## config.mk

```make
export PLATFORM = sky130hd
export DESIGN_NAME = pmc_th_scan_flat
export DESIGN_NICKNAME = d
export VERILOG_FILES = /design/src/rtl/pmc_th_scan_if.sv /design/src/rtl/pmc_th_scan.sv /design/src/flat_wrapper.sv
export SDC_FILE = /design/constraint.sdc
export NUM_CORES = 1
export LEC_CHECK = 0
export ABC_CLOCK_PERIOD_IN_PS = 4400
export CORE_AREA = 3 3 90 92
export CTS_BUF_LIST = sky130_fd_sc_hd__clkbuf_4 sky130_fd_sc_hd__clkbuf_8
export DETAILED_ROUTE_END_ITERATION = 7
export DIE_AREA = 0 0 93 95
export HOLD_SLACK_MARGIN = 0.15
export PLACE_DENSITY = 0.79
export SLEW_MARGIN = 10
export SYNTH_ARGS = -nofsm -noshare
export SYNTH_HDL_FRONTEND = slang
export SYNTH_SLANG_ARGS = --single-unit
```

## constraint.sdc

```tcl
create_clock -name clk -period 4.4 [get_ports clk]
set_input_delay 0.66 -clock clk [delete_from_list [all_inputs] [get_ports clk]]
set_output_delay 0.66 -clock clk [all_outputs]
set_load 0.02 [all_outputs]
```

## src/rtl/pmc_th_scan_if.sv

```systemverilog
// Threshold-scan sequencer bus.
// master: scan control, scan configuration and CPU threshold in; matrix threshold and status out.
// slave : the sequencer side of the same signals.
interface pmc_th_scan_if #(
    parameter int unsigned TH_W  = 8,
    parameter int unsigned CNT_W = 16
);
    logic             start;
    logic             abort;
    logic [TH_W-1:0]  th_start;
    logic [TH_W-1:0]  th_stop;
    logic [TH_W-1:0]  th_step;
    logic [CNT_W-1:0] dwell;
    logic [TH_W-1:0]  cpu_th;
    logic [TH_W-1:0]  th_out;
    logic             busy;
    logic             step_strobe;
    logic             done;
    logic             err;

    modport master (
        output start, abort, th_start, th_stop, th_step, dwell, cpu_th,
        input  th_out, busy, step_strobe, done, err
    );

    modport slave (
        input  start, abort, th_start, th_stop, th_step, dwell, cpu_th,
        output th_out, busy, step_strobe, done, err
    );
endinterface

```

## src/rtl/pmc_th_scan.sv

```systemverilog
// Threshold-scan sequencer: passes the CPU threshold through when idle; on start,
// steps the matrix threshold from th_start towards th_stop by th_step, holding each
// value for dwell cycles (0 behaves as 1) and strobing the last cycle of each value.
// Ports:
//   clk    - system clock, rising edge
//   rst    - asynchronous active-high reset
//   io_bus - pmc_th_scan_if.slave (start/abort, scan config, cpu_th in;
//            th_out, busy, step_strobe, done, err out)
module pmc_th_scan #(
    parameter int unsigned TH_W  = 8,
    parameter int unsigned CNT_W = 16
) (
    input  logic              clk,
    input  logic              rst,
    pmc_th_scan_if.slave      io_bus
);

    typedef enum logic [1:0] {
        S_IDLE  = 2'd0,
        S_DWELL = 2'd1,
        S_DONE  = 2'd2
    } state_t;

    state_t            r_state;
    state_t            w_state_nxt;

    logic [TH_W-1:0]   r_cur;
    logic [TH_W-1:0]   r_stop;
    logic [TH_W-1:0]   r_step;
    logic [CNT_W-1:0]  r_dwell;
    logic [CNT_W-1:0]  r_cnt;
    logic              r_err;

    logic              w_cfg_ok;
    logic              w_req;
    logic              w_accept;
    logic              w_reject;
    logic [CNT_W-1:0]  w_last_cnt;
    logic              w_last;
    logic [TH_W:0]     w_nxt;
    logic              w_over;

    // Start qualification; a simultaneous abort cancels the request silently.
    assign w_cfg_ok = (io_bus.th_step != '0) && (io_bus.th_start <= io_bus.th_stop);
    assign w_req    = (r_state == S_IDLE) && io_bus.start && !io_bus.abort;
    assign w_accept = w_req && w_cfg_ok;
    assign w_reject = w_req && !w_cfg_ok;

    // Final count of a dwell; a latched dwell of 0 behaves like 1.
    assign w_last_cnt = (r_dwell == '0) ? '0 : (r_dwell - CNT_W'(1));
    assign w_last     = (r_cnt == w_last_cnt);

    // One extra bit so a carry out of TH_W also ends the scan instead of wrapping.
    assign w_nxt  = {1'b0, r_cur} + {1'b0, r_step};
    assign w_over = (w_nxt > {1'b0, r_stop});

    // State register.
    always_ff @(posedge clk or posedge rst) begin
        if (rst) begin
            r_state <= S_IDLE;
        end else begin
            r_state <= w_state_nxt;
        end
    end

    // Next-state logic.
    always_comb begin
        w_state_nxt = r_state;
        unique case (r_state)
            S_IDLE: begin
                if (w_accept) begin
                    w_state_nxt = S_DWELL;
                end
            end
            S_DWELL: begin
                if (io_bus.abort) begin
                    w_state_nxt = S_IDLE;
                end else if (w_last && w_over) begin
                    w_state_nxt = S_DONE;
                end
            end
            S_DONE: begin
                w_state_nxt = S_IDLE;
            end
            default: begin
                w_state_nxt = S_IDLE;
            end
        endcase
    end

    // Outputs decode from state and datapath registers only.
    always_comb begin
        io_bus.th_out      = io_bus.cpu_th;
        io_bus.busy        = 1'b0;
        io_bus.step_strobe = 1'b0;
        io_bus.done        = 1'b0;
        unique case (r_state)
            S_IDLE: begin
            end
            S_DWELL: begin
                io_bus.th_out      = r_cur;
                io_bus.busy        = 1'b1;
                io_bus.step_strobe = w_last;
            end
            S_DONE: begin
                io_bus.done = 1'b1;
            end
            default: begin
            end
        endcase
    end

    assign io_bus.err = r_err;

    // Shadow config, current threshold and dwell counter.
    always_ff @(posedge clk or posedge rst) begin
        if (rst) begin
            r_cur   <= '0;
            r_stop  <= '0;
            r_step  <= '0;
            r_dwell <= '0;
            r_cnt   <= '0;
        end else begin
            unique case (r_state)
                S_IDLE: begin
                    if (w_accept) begin
                        r_cur   <= io_bus.th_start;
                        r_stop  <= io_bus.th_stop;
                        r_step  <= io_bus.th_step;
                        r_dwell <= io_bus.dwell;
                        r_cnt   <= '0;
                    end
                end
                S_DWELL: begin
                    if (io_bus.abort) begin
                        r_cnt <= '0;
                    end else if (w_last) begin
                        r_cnt <= '0;
                        if (!w_over) begin
                            r_cur <= w_nxt[TH_W-1:0];
                        end
                    end else begin
                        r_cnt <= r_cnt + CNT_W'(1);
                    end
                end
                default: begin
                    r_cnt <= '0;
                end
            endcase
        end
    end

    // Rejected-start pulse, visible the cycle after the request.
    always_ff @(posedge clk or posedge rst) begin
        if (rst) begin
            r_err <= 1'b0;
        end else begin
            r_err <= w_reject;
        end
    end

endmodule
```

## src/flat_wrapper.sv

```systemverilog
// flat-port wrapper written by rule: the top's interface ports become plain ports
module pmc_th_scan_flat 
#(
    parameter int unsigned TH_W  = 8,
    parameter int unsigned CNT_W = 16
)
  (clk, rst, io_bus_start, io_bus_abort, io_bus_th_start, io_bus_th_stop, io_bus_th_step, io_bus_dwell, io_bus_cpu_th, io_bus_th_out, io_bus_busy, io_bus_step_strobe, io_bus_done, io_bus_err);
  pmc_th_scan_if #(.TH_W(TH_W), .CNT_W(CNT_W)) io_bus_i ();
  input  logic clk;
  input  logic rst;
  input wire logic [$bits(io_bus_i.start)-1:0] io_bus_start;
  input wire logic [$bits(io_bus_i.abort)-1:0] io_bus_abort;
  input wire logic [$bits(io_bus_i.th_start)-1:0] io_bus_th_start;
  input wire logic [$bits(io_bus_i.th_stop)-1:0] io_bus_th_stop;
  input wire logic [$bits(io_bus_i.th_step)-1:0] io_bus_th_step;
  input wire logic [$bits(io_bus_i.dwell)-1:0] io_bus_dwell;
  input wire logic [$bits(io_bus_i.cpu_th)-1:0] io_bus_cpu_th;
  output wire logic [$bits(io_bus_i.th_out)-1:0] io_bus_th_out;
  output wire logic [$bits(io_bus_i.busy)-1:0] io_bus_busy;
  output wire logic [$bits(io_bus_i.step_strobe)-1:0] io_bus_step_strobe;
  output wire logic [$bits(io_bus_i.done)-1:0] io_bus_done;
  output wire logic [$bits(io_bus_i.err)-1:0] io_bus_err;
  assign io_bus_i.start = io_bus_start;
  assign io_bus_i.abort = io_bus_abort;
  assign io_bus_i.th_start = io_bus_th_start;
  assign io_bus_i.th_stop = io_bus_th_stop;
  assign io_bus_i.th_step = io_bus_th_step;
  assign io_bus_i.dwell = io_bus_dwell;
  assign io_bus_i.cpu_th = io_bus_cpu_th;
  assign io_bus_th_out = io_bus_i.th_out;
  assign io_bus_busy = io_bus_i.busy;
  assign io_bus_step_strobe = io_bus_i.step_strobe;
  assign io_bus_done = io_bus_i.done;
  assign io_bus_err = io_bus_i.err;
  pmc_th_scan #(.TH_W(TH_W), .CNT_W(CNT_W)) u_core (.clk(clk), .rst(rst), .io_bus(io_bus_i));
endmodule
```

==> out/metrics.cfg <==
[clock_network]
clkLatencyLatePin_ps = 350
cts_made_buffers = 9
clk_pin_slew_ps = 70
cts-root-buf = clkbuf_8
postCtsSetupRepairBufs = 0
cts_buffer_depth = 2
cts_max_level = 3
tritoncts = built
cts.sinks = 59

[worst_setup_path]
worstSetupStartpoint = u_core.r_dwell[5]
crit_end = io_bus_step_strobe
crit_path_end_kind = primary output
r2r_start = u_core.r_step[1]
startpoint_type = flip-flop
rr_worst_depth = 15
reg2reg_to = u_core.r_cur[2]
crit_type = flip-flop to primary output
cp_max_fo = 10
worstPathArrival_ps = 3510
r2r_setup_slack_ps = 310
required_ps = 3740

[yosys]
synthAdderAreaFrac = 0.0835
synth-simple-area-share = 0.221
synth_edf_count = 0
postSynthCellCount = 460
mappedNetlistArea_mm2 = 0.00414
synth_top_family_by_area = simple AND/OR/NAND/NOR gates
synth_mux_area_frac = 0.0723
syn_nets = 539
async_flop_share = 1.00
synth-xor-area-share = 0.0487
synth_compound_area_frac = 0.167
ys.flop_type = dfrtp_1
yosysWarnings = 0
ys_seq_area_frac = 0.357
yosysUniqueCellTypes = 65
avgSynthCellArea_um2 = 8.99
ys_ff_latch = 59

[timing]
rsz0062_at_grt = no
hold_viol = 0
timing.final.max_slew_violations = 0
tns_ps = 0
setup_viol = 0
fin_crit_ps = 4170
relSlewSlack = 0.289
holdWs_ps = 524
timing.final.crit_share = 0.948
clock_skew_ps = 9.05
max_freq_ghz = 0.240
tightest_slew_ps = 1050

[placement]
dpl-instance-area_mm2 = 0.00490
hpwl_mm = 8.22
place.gp.congestion = 0.912
place.port_buffers = 63

[route]
wl_per_cell_um = 17.3
dr.pass1.iters = 5
drc_errors = 0
vias_per_cell = 6.03
totalWireLength_mm = 10.9
initialDrtViolationCount = 189
final_antenna_net_count = 0
vias = 3799

[global_route]
grt_antenna_before_repair = 0
grt_max_degree = 46
grt_pass1_vias = 3880
grtUsageTotal = 0.256
grt_busiest_layer = met2
met3_usage = 0.0470
use_met1 = 0.283
grt-ovfl-total = 0
gr-usage-met2 = 0.472
grt_pass1_wl_mm = 17.8

[final_layout]
layout-drive-gt1-share = 0.124
final_nets = 605
nFillCells = 594
n_antenna_cell = 0
syn2layout_area_growth_pct = 24.6
design_area_mm2 = 0.00515

[floorplan]
dieArea_mm2 = 0.00884
ios = 64
start_util = 0.567
die_w_um = 93
core-area_mm2 = 0.00729
die_h_um = 95
rows = 31

[pwr]
irDropWorstVdd_mv = 0.524
powerDensity_mw_per_mm2 = 696
p_leak_nw = 2.14

[status]
status = completed

[run]
maxCapViolations = 0

[min_path]
hp-class = flip-flop to flip-flop

## routing by layer
| metal | wire length (µm) | vias to the layer above |
|---|---|---|
| met3 | 535 | 35 |
| met2 | 5700 | 144 |
| met5 | 0 | - |
| li1 | - | 1806 |
| met4 | 357 | 0 |
| met1 | 4290 | 1814 |
## worst max-delay path, cell delays in order (launching register included)
cell and delay (ps):
dfrtp_1 480, or4_1 730, nor2_1 210, nor2_1 80, a222oi_1 240, or4b_1 520, or4b_4 570, nor2_1 140
clkbuf_2 200
## worst min path at each step
stage                           from          endpoint  slack, ps  cells after the start
detailed placement  u_core.r_step[3]  u_core.r_step[3]        510                      1
global route        u_core.r_step[6]  u_core.r_step[6]        550                      1
floorplan           u_core.r_step[7]  u_core.r_step[7]        490                      1
CTS                 u_core.r_step[2]  u_core.r_step[2]        530                      1
finish              u_core.r_step[2]  u_core.r_step[2]        520                      1
global placement    u_core.r_stop[0]  u_core.r_stop[0]        500                      1
## cells in the final DEF (no fill, tap or decap), types with 4 or more instances in the layout
cell type        Yosys  final
o211ai_1             4      4
mux2i_1              4      4
nand4_1              8      8
ha_1                26     26
xnor2_1             19     19
nand2_1             56     56
nor4_1              11      9
o21a_1               4      4
a211oi_1             5      4
a21o_1               5      5
or4_1                8      8
clkdlybuf4s50_1      0     62
a21oi_1              8      8
nor2_1              35     35
buf_4                0     13
xor2_1               4      4
clkbuf_8             0     11
dfrtp_1             59     59
nand2b_1            12     12
o22a_1               8      8
nor2b_1              4      4
o221ai_1             4      4
nor3_1              14     14
nand3_1              9      9
o21ai_0             20     20
o31a_1              10     10
mux2_2              23     23
inv_1               31     30
## synth_stat cells, drive strengths merged (5+ instances only)
| cell | instances | share of area |
|---|---|---|
| o21ai | 20 | 0.024 |
| ha | 26 | 0.079 |
| nor3 | 14 | 0.017 |
| nand4 | 8 | 0.012 |
| o22a | 8 | 0.017 |
| mux2 | 23 | 0.063 |
| clkbuf | 14 | 0.013 |
| xnor2 | 19 | 0.040 |
| nor4 | 12 | 0.020 |
| nand2 | 56 | 0.051 |
| dfrtp | 59 | 0.36 |
| nand3 | 9 | 0.011 |
| a21oi | 10 | 0.014 |
| inv | 31 | 0.028 |
| a21o | 5 | 0.0091 |
| nor2 | 36 | 0.034 |
| a211oi | 5 | 0.0091 |
| or4 | 8 | 0.015 |
| buf | 7 | 0.0094 |
| nand2b | 12 | 0.018 |
| o31a | 10 | 0.021 |
## sequential cells by signal, indices dropped and copies added (netlist names)
register / cells
u_core.io_bus.err: 1
u_core.r_step: 8
u_core.r_stop: 8
u_core.r_dwell: 16
u_core.r_cur: 8
u_core.r_state: 2
u_core.r_cnt: 16
## through the flow
stage / total power [mW] / util / cells / worst slack [ps]
finish: 3.59 / 0.706 / 630 / 229
global route: 3.87 / 0.706 / 630 / 93.8
CTS: 3.55 / 0.705 / 630 / 117
detailed placement: 2.96 / 0.672 / 614 / 236
global placement: 2.86 / 0.672 / 614 / 271
floorplan: 2.37 / - / 460 / 569
## report_power, final
part	leakage (nW)	switching [mW]	internal [mW]
sequential	0.735	0.224	0.741
clock	0.116	0.224	0.355
combinational	1.28	1.12	0.922
## kinds of logic (layout without fill, tap and decap cells)
| family | Yosys count | after routing |
|---|---|---|
| and+or+nand+nor | 178 | 178 |
| AOI/OAI and AO/OA | 94 | 94 |
| DFF | 59 | 59 |
| buffers and inverters | 52 | 123 |
| adders and majority gates | 27 | 27 |
| muxes | 27 | 27 |
| xor gates and xnor gates | 23 | 23 |
## cell type report
cell class / count / area, µm² / area share
Sequential cell: 59 / 1480 / 0.287
Clock buffer: 12 / 159 / 0.0308
Timing Repair Buffer: 76 / 723 / 0.140
Tap cell: 99 / 124 / 0.0240
Multi-Input combinational cell: 349 / 2480 / 0.481
Clock inverter: 4 / 72.6 / 0.0141
Inverter: 31 / 116 / 0.0226
## what timing repair did
action	4_1_cts	5_1_grt
cloned	0	0
endpoints found under the setup margin	1	1
gates resized for setup	2	5
hold buffers	0	0
Power figures use the tool's default switching activity.
